File: config.mk
export PLATFORM = sky130hd
export DESIGN_NAME = mcm_sequencer
export DESIGN_NICKNAME = d
export VERILOG_FILES = /design/src/rtl/mcm_pkg.sv /design/src/rtl/mcm_index_gen.sv /design/src/rtl/mcm_sequencer.sv
export SDC_FILE = /design/constraint.sdc
export NUM_CORES = 1
export LEC_CHECK = 0
export CAP_MARGIN = 15
export CORE_AREA = 2 2 153 155
export CTS_CLUSTER_DIAMETER = 100
export DETAILED_ROUTE_END_ITERATION = 10
export DIE_AREA = 0 0 155 157
export GPL_TIMING_DRIVEN = 0
export PLACE_DENSITY = 0.49
export REMOVE_ABC_BUFFERS = 1
export SYNTH_ARGS = -nofsm -noshare
export SYNTH_HDL_FRONTEND = slang
export SYNTH_HIERARCHICAL = 1
export SYNTH_SLANG_ARGS = --single-unit
File: constraint.sdc
create_clock -name clk -period 3.7 [get_ports clk]
set_clock_uncertainty 0.1 [all_clocks]
set_input_delay 0.74 -clock clk [delete_from_list [all_inputs] [get_ports clk]]
set_output_delay 0.74 -clock clk [all_outputs]
set_load 0.05 [all_outputs]
File: src/rtl/mcm_pkg.sv
// Shared definitions for the matrix-chain-multiplication sequencer:
// FSM state encoding, default sizing and table address packing.
package mcm_pkg;

    localparam int MCM_N_MAX = 8;
    localparam int MCM_IW    = 4;

    typedef enum logic [2:0] {
        S_IDLE  = 3'd0,
        S_INIT  = 3'd1,
        S_CLR   = 3'd2,
        S_ITER  = 3'd3,
        S_WRITE = 3'd4,
        S_DONE  = 3'd5
    } state_t;

    // Table addresses are {row, col}, row in the upper half.
    function automatic logic [2*MCM_IW-1:0] pack_addr(input logic [MCM_IW-1:0] row,
                                                     input logic [MCM_IW-1:0] col);
        return {row, col};
    endfunction

endpackage

File: src/rtl/mcm_index_gen.sv
// Chain length / start / end / split counters for the DP table walk,
// plus the "last" flags the sequencer FSM branches on.
module mcm_index_gen #(
    parameter int IW = 4
) (
    input  logic          clk,
    input  logic          rst,
    input  logic          load,
    input  logic [IW-1:0] n_in,
    input  logic          adv_i,
    input  logic          next_l,
    input  logic          clr_cell,
    input  logic          adv_k,
    output logic [IW-1:0] i_q,
    output logic [IW-1:0] j_q,
    output logic [IW-1:0] k_q,
    output logic          k_last,
    output logic          i_last,
    output logic          l_last
);

    logic [IW-1:0] n_q;
    logic [IW-1:0] l_q;

    // The diagonal pass runs with L=1 so i_last (i == n-L+1) also ends it.
    always_ff @(posedge clk or posedge rst) begin
        if (rst) begin
            n_q <= '0;
            l_q <= '0;
            i_q <= '0;
            j_q <= '0;
            k_q <= '0;
        end else begin
            if (load) begin
                n_q <= n_in;
                l_q <= IW'(1);
                i_q <= IW'(1);
            end
            if (adv_i)
                i_q <= i_q + IW'(1);
            if (next_l) begin
                l_q <= l_q + IW'(1);
                i_q <= IW'(1);
            end
            if (clr_cell) begin
                j_q <= i_q + l_q - IW'(1);
                k_q <= i_q;
            end
            if (adv_k)
                k_q <= k_q + IW'(1);
        end
    end

    assign k_last = (k_q == j_q - IW'(1));
    assign i_last = (i_q == n_q - l_q + IW'(1));
    assign l_last = (l_q == n_q);

endmodule

File: src/rtl/mcm_sequencer.sv
// Control FSM of the matrix-chain-multiplication datapath: walks the DP table,
// feeds the min/argmin unit and writes its results back into the m/s tables.
module mcm_sequencer
    import mcm_pkg::*;
#(
    parameter int N_MAX = MCM_N_MAX,
    parameter int PW    = 8,
    parameter int DW    = 32,
    parameter int IW    = MCM_IW
) (
    input  logic            clk,
    input  logic            rst,
    input  logic            start,
    input  logic [IW-1:0]   n,
    output logic            busy,
    output logic            done,
    output logic            err,
    output logic [IW-1:0]   p_ra_i,
    output logic [IW-1:0]   p_ra_k,
    output logic [IW-1:0]   p_ra_j,
    input  logic [PW-1:0]   p_rd_i,
    input  logic [PW-1:0]   p_rd_k,
    input  logic [PW-1:0]   p_rd_j,
    output logic [2*IW-1:0] m_ra_a,
    output logic [2*IW-1:0] m_ra_b,
    input  logic [DW-1:0]   m_rd_a,
    input  logic [DW-1:0]   m_rd_b,
    output logic [PW-1:0]   cu_pi,
    output logic [PW-1:0]   cu_pk,
    output logic [PW-1:0]   cu_pj,
    output logic [DW-1:0]   cu_mki,
    output logic [DW-1:0]   cu_mkj1,
    output logic [DW-1:0]   cu_kc,
    output logic            cu_en,
    output logic            cu_clr,
    input  logic [DW-1:0]   cu_min,
    input  logic [DW-1:0]   cu_ko,
    output logic            m_we,
    output logic            s_we,
    output logic [2*IW-1:0] w_addr,
    output logic [DW-1:0]   m_wd,
    output logic [DW-1:0]   s_wd,
    output logic [2:0]      dbg_state
);

    state_t        state, state_nxt;
    logic          err_q;
    logic          n_bad;
    logic          load, adv_i, next_l, clr_cell, adv_k;
    logic [IW-1:0] i_q, j_q, k_q;
    logic          k_last, i_last, l_last;
    logic          in_init, in_iter, in_write;

    mcm_index_gen #(.IW(IW)) u_idx (
        .clk      (clk),
        .rst      (rst),
        .load     (load),
        .n_in     (n),
        .adv_i    (adv_i),
        .next_l   (next_l),
        .clr_cell (clr_cell),
        .adv_k    (adv_k),
        .i_q      (i_q),
        .j_q      (j_q),
        .k_q      (k_q),
        .k_last   (k_last),
        .i_last   (i_last),
        .l_last   (l_last)
    );

    assign n_bad = (n == '0) || (n > IW'(N_MAX));

    always_comb begin
        state_nxt = state;
        load      = 1'b0;
        adv_i     = 1'b0;
        next_l    = 1'b0;
        clr_cell  = 1'b0;
        adv_k     = 1'b0;
        case (state)
            S_IDLE: begin
                if (start) begin
                    if (n_bad) begin
                        state_nxt = S_DONE;
                    end else begin
                        load      = 1'b1;
                        state_nxt = S_INIT;
                    end
                end
            end
            S_INIT: begin
                if (!i_last) begin
                    adv_i = 1'b1;
                end else if (l_last) begin
                    state_nxt = S_DONE;
                end else begin
                    next_l    = 1'b1;
                    state_nxt = S_CLR;
                end
            end
            S_CLR: begin
                clr_cell  = 1'b1;
                state_nxt = S_ITER;
            end
            S_ITER: begin
                adv_k = 1'b1;
                if (k_last)
                    state_nxt = S_WRITE;
            end
            S_WRITE: begin
                if (!i_last) begin
                    adv_i     = 1'b1;
                    state_nxt = S_CLR;
                end else if (!l_last) begin
                    next_l    = 1'b1;
                    state_nxt = S_CLR;
                end else begin
                    state_nxt = S_DONE;
                end
            end
            S_DONE:  state_nxt = S_IDLE;
            default: state_nxt = S_IDLE;
        endcase
    end

    always_ff @(posedge clk or posedge rst) begin
        if (rst) begin
            state <= S_IDLE;
            err_q <= 1'b0;
        end else begin
            state <= state_nxt;
            if (state == S_IDLE && start)
                err_q <= n_bad;
        end
    end

    assign in_init  = (state == S_INIT);
    assign in_iter  = (state == S_ITER);
    assign in_write = (state == S_WRITE);

    assign busy      = (state != S_IDLE) && (state != S_DONE);
    assign done      = (state == S_DONE);
    assign err       = err_q;
    assign dbg_state = state;

    // Read addresses and operands are only meaningful while iterating k;
    // elsewhere they are held at zero so idle/reset outputs stay quiet.
    assign p_ra_i  = in_iter ? i_q - IW'(1) : '0;
    assign p_ra_k  = in_iter ? k_q : '0;
    assign p_ra_j  = in_iter ? j_q : '0;
    assign m_ra_a  = in_iter ? pack_addr(i_q, k_q) : '0;
    assign m_ra_b  = in_iter ? pack_addr(k_q + IW'(1), j_q) : '0;
    assign cu_pi   = in_iter ? p_rd_i : '0;
    assign cu_pk   = in_iter ? p_rd_k : '0;
    assign cu_pj   = in_iter ? p_rd_j : '0;
    assign cu_mki  = in_iter ? m_rd_a : '0;
    assign cu_mkj1 = in_iter ? m_rd_b : '0;
    assign cu_kc   = in_iter ? DW'(k_q) : '0;
    assign cu_en   = in_iter;
    assign cu_clr  = (state == S_CLR);

    assign m_we   = in_init || in_write;
    assign s_we   = in_init || in_write;
    assign w_addr = in_init  ? pack_addr(i_q, i_q) :
                    in_write ? pack_addr(i_q, j_q) : '0;
    assign m_wd   = in_write ? cu_min : '0;
    assign s_wd   = in_write ? cu_ko : '0;

endmodule

[Word-level counts from Yosys, hierarchy flattened]
Index checks and enable logic that the tools add are counted.
Storage, ports and cells
  word-level logic and storage cells: 79
  output and inout bits: 230
  bits of input ports: 159
  bits in registers: 24
Cells by class
  mux-type cells: 38
  equality and inequality tests: 12
  order comparisons: 1
  add/subtract/negate cells: 9
  reduce and logical (&&, ||, !) cells: 12
Operators with widths (count)
  32-bit 2-to-1 mux: 4
  8-bit 2-to-1 mux: 7
  4-bit 2-to-1 mux: 10
  3-bit 2-to-1 mux: 6
  4-bit by 1-bit adder with 4-bit output (second input constant): 4
  3-bit one-hot mux with 5 select lines: 1
  4-bit equality test: 3
  4-bit by 1-bit subtractor with 4-bit output (second input constant): 3
  1-bit 2-to-1 mux: 10
  3-bit by 2-bit equality test with 1-bit output (second input constant): 2
  3-bit equality test (second input constant): 2
  2-bit inequality test (second input constant): 3
  3-bit nonzero test: 2
  4-bit adder: 1
  4-bit > comparator (second input constant): 1
  4-bit logical NOT: 1
  2-bit nonzero test: 2
  4-bit subtractor: 1
  3-bit by 1-bit equality test with 1-bit output (second input constant): 1
  3-bit logical NOT: 1
  3-bit inequality test (second input constant): 1
  3-bit AND reduction: 1
  1-bit logical AND: 2
  1-bit logical OR: 2
  2-bit OR reduction: 1

[Logic depth before layout (Yosys ltp)]
  word-level depth: 8
  gate-level depth with buffers: 14
  gate-level depth less buffers: 13

[Cells and area by module]
The synthesis kept the hierarchy.
By module, submodules not included
  mcm_sequencer: times used 1, seq. area each 100.1 sq um, area each 2163.3 sq um, cells an instance 325
  mcm_index_gen: times used 1, seq. area each 500.5 sq um, area each 1292.5 sq um, cells an instance 130

[Worst setup path before layout]
OpenSTA, ideal clock, no wires.
  path kind: register to register
  start point: register state[1], in the netlist dbg_state[1]
  end point: register u_idx.j_q[2]
  setup time: 0.125 ns
  required time: 3.475 ns
  slack: 0.405 ns
  arrival time: 3.070 ns
  cell stages (with the launch flop): 6
  cell sequence: dfrtp_1 -> buf_6 -> buf_4 -> nor3b_1 -> buf_2 -> mux2_2
Between the ends
  word-level cells in the longest chain between the ends: 2
Ends and longest elaborated chain
  start, declared: RTL line mcm_sequencer.sv:46  | state_t state, state_nxt;
  start signal, assigned: RTL line mcm_sequencer.sv:131  | state <= state_nxt;
  3-bit by 2-bit equality test with 1-bit output
  named net cu_clr: RTL line mcm_sequencer.sv:35  | output logic cu_clr,
  1-bit 2-to-1 mux: RTL line mcm_sequencer.sv:80  | case (state)
  end signal, assigned: RTL line mcm_index_gen.sv:46  | j_q <= i_q + l_q - IW'(1);
  end, declared: RTL line mcm_index_gen.sv:15  | output logic [IW-1:0] j_q,
The timed path passes the listed nets, and every way through them passes these cells.
A chain may end at the register's enable or synchronous reset.

[Final worst setup path]
  start point: register state[2], in the netlist dbg_state[2]
  end point: output port p_ra_i[2]
Between the ends
  word-level cells in the longest chain between the ends: 2
Ends and longest elaborated chain
  3-bit by 2-bit equality test with 1-bit output: RTL line mcm_sequencer.sv:138  | assign in_iter = (state == S_ITER);
  4-bit 2-to-1 mux: RTL line mcm_sequencer.sv:148  | assign p_ra_i = in_iter ? i_q - IW'(1) : '0;
  end, declared: RTL line mcm_sequencer.sv:18  | output logic [IW-1:0] p_ra_i,
Every way passes these cells.

==> results.ini <==
[status]
status = complete, no violations

[place]
routabilityCongestion = 0.735
dp_hpwl_um = 14600
placed_area_um2 = 7020
portBuffers = 360

[worst_setup_path]
worst_path_most_repeated_cell = buf_12
setup.worst_path.end_class = output pin
start_kind = flop
r2r-end = u_idx/l_q[3]
required_ns = 2.86
slowest_stage = clkdlybuf4s50_1
path_class = reg -> out
worst-path-buf-inv = 3
r2r-start = u_idx/l_q[1]
reg2reg_depth = 11
cp.arrival_ns = 2.73
reg2reg_slack_ns = 0.58
path_cells = buf_12 -> nor2b_4 -> buf_12 -> nand2_4 -> nor2_1 -> clkdlybuf4s50_1
crit_family = buffers and inverters
cp_max_fo = 68
cp_slowest_stage_delay_ns = 0.82

[power_and_ir_drop]
ir_drop_mv = 0.573
power_leakage_nw = 3.69
p_sw_mw = 3.26
p_seq_share_pct = 12.6
p_int_mw = 2.13
pwr-share-clk_pct = 5.0
combPwrFrac_pct = 82.5
sw_frac_of_total_pct = 60.5
p_per_area_nw_per_um2 = 757

[synthesis]
synth_edf_count = 0
avgSynthCellArea_um2 = 7.60
synth-seq-area-share_pct = 17.4
synth_top_cell_by_area = and3_1
yosysWarningCount = 6
ys_types = 51
ys_ff_latch = 24
yosys-top-cells-area = and3_1, dfrtp_1, buf_4
netlist_instances = 455
synth_top_area_share_pct = 29.9
synth-main-ff-cell = dfrtp_1
synthesis.area_um2 = 3460
synthArstFlopShare_pct = 100

[floorplan]
start_util_pct = 15.4
dieHeight_um = 157
num_rows = 55
fp.coreArea_um2 = 22500
dieArea_um2 = 24300
ioPinCount = 389
die_w_um = 155

[final_layout]
design_area_um2 = 7130
mostFrequentLayoutCell = clkdlybuf4s50_1
fin_util_pct = 31.7
drive_above_1_share_pct = 4.94
final_cell_mix = clkdlybuf4s50_1, and3_1, dlygate4sd2_1
nets = 945
syn2layout_area_growth_pct = 106

[global_route]
grt_max_degree = 75
grtUsageTotal_pct = 14.0
grt_pass1_vias = 3904
overflow = 0
grt_first_pass_wirelength_um = 26200
grt_antenna_before_repair = 1

[sta]
timing.final.crit_share_pct = 96.5
drv_slew = 0
final.setup.tns_ns = 0
fmax_ghz = 0.280
tightest_slew_ns = 0.832
min_period_ns = 3.57
setup_violations = 0
finalHoldViolations = 0
max_slew_margin_pct = 44.5
rsz0062_at_grt = false

[worst_hold_path]
hp-start = err
min_path_type = reg -> reg
min_to = err
hold_depth = 2

[routing]
drt-initial-drc-count = 218
dr.pass1.iters = 4
drt_wl_total_um = 18700
avgRoutedWirePerCell_um = 17.7
vias = 4287
routed_via_density = 4.06
drc = 0
postRouteAntennaNets = 0

[clock_network]
clockRootBuffer = clkbuf_16
numCtsBuffers = 3
clk_pin_slew_worst_paths_ns = 0.07
htree_num_levels = 1
clk_latency_ns = 0.26
hold_buffers = 0
clock_path_buffers = 2
cts_num_sinks = 24
cts_tree = yes

[run]
timing.max_cap.violations = 0

[worst max-delay path by stage]
stage,start,to,depth (start not counted)
global route,dbg_state[2],p_ra_i[2],6
finish,dbg_state[2],p_ra_i[2],6
global placement,dbg_state[2],cu_en,4
CTS,dbg_state[1],m_wd[4],3
detailed placement,dbg_state[1],m_wd[4],3
floorplan,dbg_state[2],cu_kc[0],2
[Yosys cell counts (4+ instances only)]
cell      number
xnor2_1       14
and2_1         4
inv_1         21
xor2_1         6
nor2_1        24
nand2b_1       4
buf_4         44
clkbuf_1      27
ha_1          14
a21oi_1        9
nor2b_1        4
dfrtp_1       24
nand3_1        9
buf_6          8
o21ai_0        6
buf_2          8
and3_1       165
mux2_2         6
nor3_1         6
nand2_1       10
[worst min-delay path: stages, from the launching register on]
cell and delay [ns]:
dfrtp_1 0.34, a21oi_1 0.04, nor2_1 0.08
[repair_timing]
item / CTS / global route
cloned: 0 / 1
buffers inserted: 0 / 6
resized for setup: 72 / 2
setup endpoints to repair: 111 / 65
pin swaps: 1 / 0
[sequential cells by signal, summed over array words and instances (netlist names)]
register	count
err	1
u_idx/j_q	4
u_idx/l_q	4
dbg_state	3
u_idx/n_q	4
u_idx/k_q	4
u_idx/i_q	4
[logic make-up after synthesis]
kind of cell               share of synthesized area [%]
xor gates and xnor gates                            5.72
adders and majority gates                           6.23
other                                              0.109
muxes                                               2.82
buffers and inverters                               19.6
DFF                                                 17.4
and+or+nand+nor                                     41.3
AOI/OAI and AO/OA                                   6.88
[through the flow]
stage | cells | power [mW] | hold WS [ns] | worst slack (ns)
finish | 1056 | 5.40 | 0.397 | 0.130
global route | 1055 | 5.77 | 0.454 | 0.00987
CTS | 1046 | 5.37 | 0.405 | -0.00790
detailed placement | 1042 | 5.15 | 0.387 | -0.00736
global placement | 1038 | 5.04 | 0.385 | -3.22
floorplan | 393 | 3.52 | 0.387 | -1.17
[power by group through the flow]
stage                     logic (mW)  clock network, mW  registers, mW
after global routing            4.77              0.283          0.719
after global placement          4.23                  0          0.817
after detailed placement        4.47                  0          0.684
final                           4.45              0.268          0.678
after CTS                       4.41              0.277          0.684
after floorplan                 2.81                  0          0.713
[layer usage]
layer	up-vias	wire length, µm	share of wire (%)	global-route usage [%]
li1	2135	-	-	-
met1	1974	7670	41	17.3
met2	172	9360	50	24.5
met3	6	1600	8.5	4.35
met4	0	109	0.58	1.76
met5	-	0	0	0
[cell type report]
type / instances / area [µm²]
Fill cell: 2447 / 15400
Timing Repair Buffer: 371 / 3690
Multi-Input combinational cell: 349 / 2310
Sequential cell: 24 / 607
Tap cell: 285 / 357
Clock buffer: 4 / 88.8
Inverter: 21 / 78.8
Antenna cell: 2 / 5.00
Power figures use the tool's default switching activity.
